===== src/rtl/nibble_serial_addsub_ctrl_pkg.sv =====
// Shared definitions for the nibble-serial add/subtract sequencer.
// Holds the FSM state encoding and the digit width of the shared adder.
package nibble_serial_addsub_ctrl_pkg;

    localparam int DIGIT_W = 4;

    typedef enum logic [1:0] {
        ST_IDLE = 2'd0,
        ST_RUN  = 2'd1,
        ST_DONE = 2'd2
    } state_t;

endpackage


===== src/rtl/nibble_serial_addsub_ctrl_adder.sv =====
// The existing 4-bit Addition block, time-shared by the sequencer.
// It is purely combinational: {Cout, Result} = A + B + Cin.
module nibble_serial_addsub_ctrl_adder
    import nibble_serial_addsub_ctrl_pkg::*;
(
    input  logic [DIGIT_W-1:0] A,
    input  logic [DIGIT_W-1:0] B,
    input  logic               Cin,
    output logic [DIGIT_W-1:0] Result,
    output logic               Cout
);

    assign {Cout, Result} = {1'b0, A} + {1'b0, B} + {{DIGIT_W{1'b0}}, Cin};

endmodule


===== src/rtl/nibble_serial_addsub_ctrl.sv =====
// Wide add/subtract that feeds one nibble per cycle, LSB first, through a single
// 4-bit adder, with the carry registered between nibbles.
module nibble_serial_addsub_ctrl
    import nibble_serial_addsub_ctrl_pkg::*;
#(
    parameter int NIBBLES = 4
) (
    input  logic                       clk,
    input  logic                       rst_n,
    input  logic                       start,
    input  logic                       sub,
    input  logic [DIGIT_W*NIBBLES-1:0] a,
    input  logic [DIGIT_W*NIBBLES-1:0] b,
    output logic                       busy,
    output logic                       done,
    output logic [DIGIT_W*NIBBLES-1:0] result,
    output logic                       cout,
    output logic                       ovf
);

    localparam int W     = DIGIT_W * NIBBLES;
    localparam int IDX_W = $clog2(NIBBLES);

    state_t             state;
    state_t             state_next;
    logic [IDX_W-1:0]   idx;
    logic [W-1:0]       opa;
    logic [W-1:0]       opb;
    logic               carry_reg;
    logic [DIGIT_W-1:0] nib_sum;
    logic               nib_cout;
    logic               accept;
    logic               last;

    // Operands are shifted right each RUN edge, so the current nibble is
    // always the low nibble and the MSB nibble sits there on the final edge.
    nibble_serial_addsub_ctrl_adder u_adder (
        .A      (opa[DIGIT_W-1:0]),
        .B      (opb[DIGIT_W-1:0]),
        .Cin    (carry_reg),
        .Result (nib_sum),
        .Cout   (nib_cout)
    );

    assign accept = start && (state == ST_IDLE || state == ST_DONE);
    assign last   = (idx == IDX_W'(NIBBLES - 1));

    // busy and done are decodes of the state register only.
    assign busy = (state == ST_RUN);
    assign done = (state == ST_DONE);

    always_ff @(posedge clk) begin
        // NOTE: sequential state uses <= so every flop samples pre-edge values.
        if (!rst_n) begin
            state <= ST_IDLE;
        end else begin
            state <= state_next;
        end
    end

    always_comb begin
        // NOTE: default first so no branch leaves state_next unassigned (no latch).
        state_next = state;
        case (state)
            ST_IDLE: if (start) state_next = ST_RUN;
            ST_RUN:  if (last)  state_next = ST_DONE;
            ST_DONE: state_next = start ? ST_RUN : ST_IDLE;
            default: state_next = ST_IDLE;
        endcase
    end

    always_ff @(posedge clk) begin
        // NOTE: operand shifters are reset too, keeping X out of the adder in simulation.
        if (!rst_n) begin
            idx       <= '0;
            opa       <= '0;
            opb       <= '0;
            carry_reg <= 1'b0;
            result    <= '0;
            cout      <= 1'b0;
            ovf       <= 1'b0;
        end else if (accept) begin
            idx       <= '0;
            opa       <= a;
            opb       <= sub ? ~b : b;
            carry_reg <= sub;
            result    <= '0;
        end else if (state == ST_RUN) begin
            opa       <= opa >> DIGIT_W;
            opb       <= opb >> DIGIT_W;
            carry_reg <= nib_cout;
            for (int i = 0; i < NIBBLES; i++) begin
                if (idx == IDX_W'(i)) result[i*DIGIT_W +: DIGIT_W] <= nib_sum;
            end
            if (last) begin
                cout <= nib_cout;
                ovf  <= (opa[DIGIT_W-1] == opb[DIGIT_W-1]) &&
                        (nib_sum[DIGIT_W-1] != opa[DIGIT_W-1]);
            end else begin
                idx <= idx + 1'b1;
            end
        end
    end

endmodule


===== config.mk =====
export PLATFORM = sky130hd
export DESIGN_NAME = nibble_serial_addsub_ctrl
export DESIGN_NICKNAME = d
export VERILOG_FILES = /design/src/rtl/nibble_serial_addsub_ctrl_pkg.sv /design/src/rtl/nibble_serial_addsub_ctrl_adder.sv /design/src/rtl/nibble_serial_addsub_ctrl.sv
export SDC_FILE = /design/constraint.sdc
export NUM_CORES = 1
export LEC_CHECK = 0
export ABC_AREA = 1
export ABC_CLOCK_PERIOD_IN_PS = 3900
export CAP_MARGIN = 10
export CORE_MARGIN = 4
export CORE_UTILIZATION = 40
export DETAILED_ROUTE_END_ITERATION = 16
export PLACE_DENSITY = 0.65
export RECOVER_POWER = 25
export SLEW_MARGIN = 20
export SYNTH_ARGS = -nofsm -noshare
export SYNTH_HDL_FRONTEND = slang
export SYNTH_SLANG_ARGS = --single-unit

===== constraint.sdc =====
create_clock -name clk -period 3.9 [get_ports clk]
set_input_delay 0.39 -clock clk [delete_from_list [all_inputs] [get_ports clk]]
set_output_delay 0.39 -clock clk [all_outputs]
set_load 0.03 [all_outputs]

==> results of run 1 <==
## where the power goes
group          total (mW)  switching (mW)  internal [mW]
clock               0.342           0.180          0.162
sequential          0.613          0.0190          0.594
combinational       0.210           0.121         0.0882
total                1.17           0.320          0.845
## worst paths after layout
kind                    from         end  slack, ps  cells past startpoint
setup reg to reg    state[0]   result[3]       1910                      7
hold reg to reg   result[10]  result[10]        470                      2
setup / recovery    state[0]        busy       1140                      3
hold / removal    result[10]  result[10]        470                      2
## placed cells by master (no fill, tap or decap), types with 2 or more instances in the layout
master           netlist  routed
a31oi_2                6       6
a21oi_2                4       4
fa_1                   2       2
nor2_1                 5       5
nand2_4                2       2
o21ai_0               26      26
clkbuf_8               0       7
a21oi_1               33      33
clkdlybuf4s50_1        0      44
ha_1                   7       7
nand3_1               10      10
dfxtp_1               55      55
inv_2                  4       3
o21a_1                 4       4
inv_1                 22      22
a31oi_1               12      12
dlygate4sd3_1          0      11
xor2_1                12      12
nand2_2               12      11
nand2_1               88      89
## worst register-to-register path, cell delays in order (launching register included)
cell and delay [ps]:
dfxtp_1 380, nand2_1 180, inv_1 690, nand2_1 220
inv_1 230, nand3_1 100, nand2_1 70, inv_1 40
## per-stage QoR
stage | setup slack (ps) | total power [mW]
after floorplan | 2200 | 0.775
after detailed placement | 1720 | 0.839
after CTS | 1420 | 1.18
after global placement | 1770 | 0.835
after global routing | 970 | 1.23
final | 1140 | 1.17
## cell type report
cell class / count / share of cell area
Multi-Input combinational cell: 226 / 0.392
Inverter: 27 / 0.0320
Clock buffer: 8 / 0.0312
Tap cell: 77 / 0.0300
Timing Repair Buffer: 55 / 0.172
Sequential cell: 55 / 0.343
## cells by family after synthesis
group,after synthesis
DFF,55
buffers and inverters,43
AOI/OAI and AO/OA,86
xor gates and xnor gates,13
and+or+nand+nor,118
adders and majority gates,9
## routing by layer
layer | global-route usage | part of all wire
met1 | 0.184 | 0.47
met4 | 0.0577 | 0.013
met3 | 0.0289 | 0.058
met2 | 0.244 | 0.46
met5 | 0 | 0
==> impl_metrics.toml, run 1 <==
[final_layout]
fin_nets = 415
finalInstanceArea_mm2 = 0.00321
final_util = 0.508
largestRegisters = "opa (16), opb (16), result (16)"
fillers = 652
antennaDiodeCount = 0
areaGrowthSynthToFinish_pct = 24.0
multi_input_area_mm2 = 0.00126
drive_gt1_frac = 0.0916
register_area_mm2 = 0.00110
finalNonFillerCells = 448

[yosys]
synth_xor_xnor_area_share = 0.0440
synth_edf_count = 0
synth-simple-area-share = 0.195
synth_cells = 324
synth_compound_area_frac = 0.199
synth.mux.area_fraction = 0
synthAdderAreaFrac = 0.0493
yosys.area.top_type_share = 0.426
ys.flop_type = "dfxtp_1"
ys.warnings.count = 0
netlist_area_mm2 = 0.00259
yosys-top-cells-count = "nand2_1, dfxtp_1, a21oi_1"
ys_seq_elements = 55
synth.most_common_cell = "nand2_1"
synthesis.nets = 369
yosys-top-cells-area = "dfxtp_1, nand2_1, a21oi_1, o21ai_0, xor2_1"
async_flop_share = 0
synth_top_family_by_area = "compound AO/OA/AOI/OAI gates"
synth.distinct_cells = 27
synth_seq_area_share = 0.426
synth_top_cell_by_area = "dfxtp_1"
avgSynthCellArea_um2 = 7.99

[sta]
slew_headroom = 0.336
finalSetupTns_ps = 0
final_max_slew_viol_count = 0
fin_crit_sh = 0.708
setup_viol = 0
rsz0062_at_grt = "false"
hold_slack_ps = 465
final.setup_skew_ps = 6.75
fmax_mhz = 362
hold_viol = 0
worst_pin_slew_ps = 990
min_period_ps = 2760

[routing]
via_count = 2184
drt_iter0_drc = 101
drt_pass1_iterations = 5
drc = 0
ant_nets = 0
via_per_inst = 4.88
wl_um = 5480
wire_per_inst_um = 12.2

[worst_setup_path]
crit_family = "buffers and inverters"
cp_num_buf_inv = 2
cp_max_fo = 28
critPathMaxStageDelay_ps = 820
startpoint_type = "flop"
critical_path_class = "flop to primary output"
cp-end-kind = "primary output"
cp_slowest_cell = "clkdlybuf4s50_1"
crit_arrival_ps = 2370
crit_required_ps = 3510
crit_chain = "nand2_1 -> inv_1 -> clkdlybuf4s50_1"

[die]
num_rows = 29
fp.dieW_um = 88.4
ios = 56
coreArea_mm2 = 0.00631
die_h_um = 88.4
die_area_mm2 = 0.00782
initial_core_util = 0.410

[pwr]
p_per_area_mw_per_mm2 = 363
peakVddDrop_mv = 0.179
leakage_nw = 1.28

[global_route]
grt_max_degree = 32
grt_pass1_vias = 2004
antenna_found_initial = 0
grt_pass1_wl_um = 8980
overflow = 0
gr-usage-all-layers = 0.146

[cts]
cts_buffer_depth = 2
cts_sinks = 55
post-cts-setup-buffer-count = 0
cts.repair.resized = 0
cts_buffers = 5
cts_tree = "built"
clock-root-buffer = "clkbuf_8"
cts_hold_buf = 0
clkLatencyLatePin_ps = 310
clk_pin_slew_ps = 90
cts_htree_levels = 2

[placed_design]
dp_hpwl_um = 3940
portBuffers = 55
dp.cells = 440
place_area_mm2 = 0.00311
gp_congestion = 0.768

[status]
status = "completed"

[run]
cap_viol_max_count = 0

[min_path]
min_path_type = "flop to flop"
(Power assumes the default switching activity.)
==> inputs of run 2 (changes only) <==
--- a/config.mk
+++ b/config.mk
@@ -6,7 +6,7 @@
 export NUM_CORES = 1
 export LEC_CHECK = 0
 export ABC_AREA = 1
-export ABC_CLOCK_PERIOD_IN_PS = 3900
+export ABC_CLOCK_PERIOD_IN_PS = 2620
 export CAP_MARGIN = 10
 export CORE_MARGIN = 4
 export CORE_UTILIZATION = 40
==> constraint.sdc (replaced) <==
create_clock -name clk -period 2.62 [get_ports clk]
set_input_delay 0.262 -clock clk [delete_from_list [all_inputs] [get_ports clk]]
set_output_delay 0.262 -clock clk [all_outputs]
set_load 0.03 [all_outputs]
==> impl_metrics.toml, run 2 (synthesis gave the netlist of run 1 again) <==
[cts]
post-cts-setup-buffer-count = 0
clock-root-buffer = "clkbuf_8"
clkLatencyLatePin_ps = 310
cts_sinks = 55
cts_buffer_depth = 2
cts_hold_buf = 0
cts_buffers = 5
cts.repair.resized = 0
clk_pin_slew_ps = 90
cts_tree = "built"
cts_htree_levels = 2

[final_layout]
final_common_cell = "nand2_1"
largestRegisters = "opa (16), opb (16), result (16)"
final_cell_mix = "nand2_1, dfxtp_1, clkdlybuf4s50_1, a21oi_1, o21ai_0"
fin_nets = 419
drive_gt1_frac = 0.0989
areaGrowthSynthToFinish_pct = 24.6
antennaDiodeCount = 0
finalInstanceArea_mm2 = 0.00322

[sta]
finalSetupTns_ps = 0
rsz0062_at_grt = "false"
fin_crit_sh = 0.766
setup_viol = 0
worst_pin_slew_ps = 848
slew_headroom = 0.434
final.setup_skew_ps = 3.84
hold_viol = 0
min_period_ps = 2010
fmax_mhz = 498
final_max_slew_viol_count = 0

[die]
num_rows = 29
die_area_mm2 = 0.00782
initial_core_util = 0.410
ios = 56
fp.dieW_um = 88.4
coreArea_mm2 = 0.00631
die_h_um = 88.4

[routing]
ant_nets = 0
drc = 0
wl_um = 5500
drt_pass1_iterations = 4
drt_iter0_drc = 91
via_count = 2220
wire_per_inst_um = 12.2
via_per_inst = 4.92

[worst_setup_path]
crit_chain = "dlygate4sd3_1 -> nand2_4 -> inv_1 -> clkbuf_1 -> nand2_1 -> a31oi_2"
crit_required_ps = 2860
startpoint_type = "input port"
critPathMaxStageDelay_ps = 660
critical_path_class = "input port to flop"
cp_slowest_cell = "clkbuf_1"
cp-end-kind = "flop"
crit_arrival_ps = 2250
cp_max_fo = 20

[status]
status = "completed"

[pwr]
p_per_area_mw_per_mm2 = 527
total_power_mw = 1.70
peakVddDrop_mv = 0.295
leakage_nw = 1.29

[run]
cap_viol_max_count = 0

[placed_design]
gp_congestion = 0.803
place_area_mm2 = 0.00314
portBuffers = 55
dp_hpwl_um = 3940

[global_route]
grt_pass1_vias = 1994
overflow = 0
gr-usage-all-layers = 0.151
antenna_found_initial = 0
grt_pass1_wl_um = 9250
grt_max_degree = 32

[min_path]
min_path_type = "flop to flop"
run 2: cell count changes in the layout (fill, tap and decap cells not counted), sizes merged:
cell    change
inv         +1
buf         +3
clkbuf      -1
run 2: critical path, delay by kind of cell:
| family | cells | cell delay, ps |
|---|---|---|
| AND/OR/NAND/NOR | 2 | 330 |
| buffers and inverters | 3 | 1430 |
| AO/OA/AOI/OAI | 1 | 210 |
run 2: worst paths after layout:
check / startpoint / to / slack [ps] / cells past startpoint
max: start / opa[4] / 610 / 6
min: opa[14] / opa[14] / 470 / 2
max reg2reg: opa[0] / result[6] / 680 / 6
min reg2reg: opa[14] / opa[14] / 470 / 2
run 2: final cells by class:
type / count / area [um2]
fillers: 636 / 3090
multi-input cells: 226 / 1260
flip-flops and latches: 55 / 1100
repair buffers: 59 / 577
inverters: 27 / 103
well taps: 77 / 96.3
clock buffers: 6 / 82.6
clock inverters: 1 / 5.00
run 2: where the power goes:
| part | internal [mW] | total [mW] | leakage, nW | switching, mW |
|---|---|---|---|---|
| registers | 0.884 | 0.913 | 0.450 | 0.0289 |
| clock network | 0.208 | 0.471 | 0.0470 | 0.263 |
| logic | 0.134 | 0.315 | 0.793 | 0.180 |
| total | 1.23 | 1.70 | 1.29 | 0.472 |
run 2: per-stage QoR:
| stage | hold slack (ps) | setup WS (ps) | instances | util |
|---|---|---|---|---|
| 2_1_floorplan | 400 | 915 | 324 | - |
| 3_3_place_gp | 451 | 722 | 444 | 0.498 |
| 3_5_place_dp | 454 | 693 | 444 | 0.498 |
| 4_1_cts | 469 | 640 | 451 | 0.511 |
| 5_1_grt | 485 | 408 | 451 | 0.511 |
| 6_report | 469 | 613 | 451 | 0.511 |
run 2: per-layer routing:
layer	GRT usage	vias to the layer above	wire (um)
li1	-	1159	-
met4	0.0412	0	59
met2	0.247	56	2630
met1	0.195	998	2460
met3	0.0428	7	341
met5	0	-	0
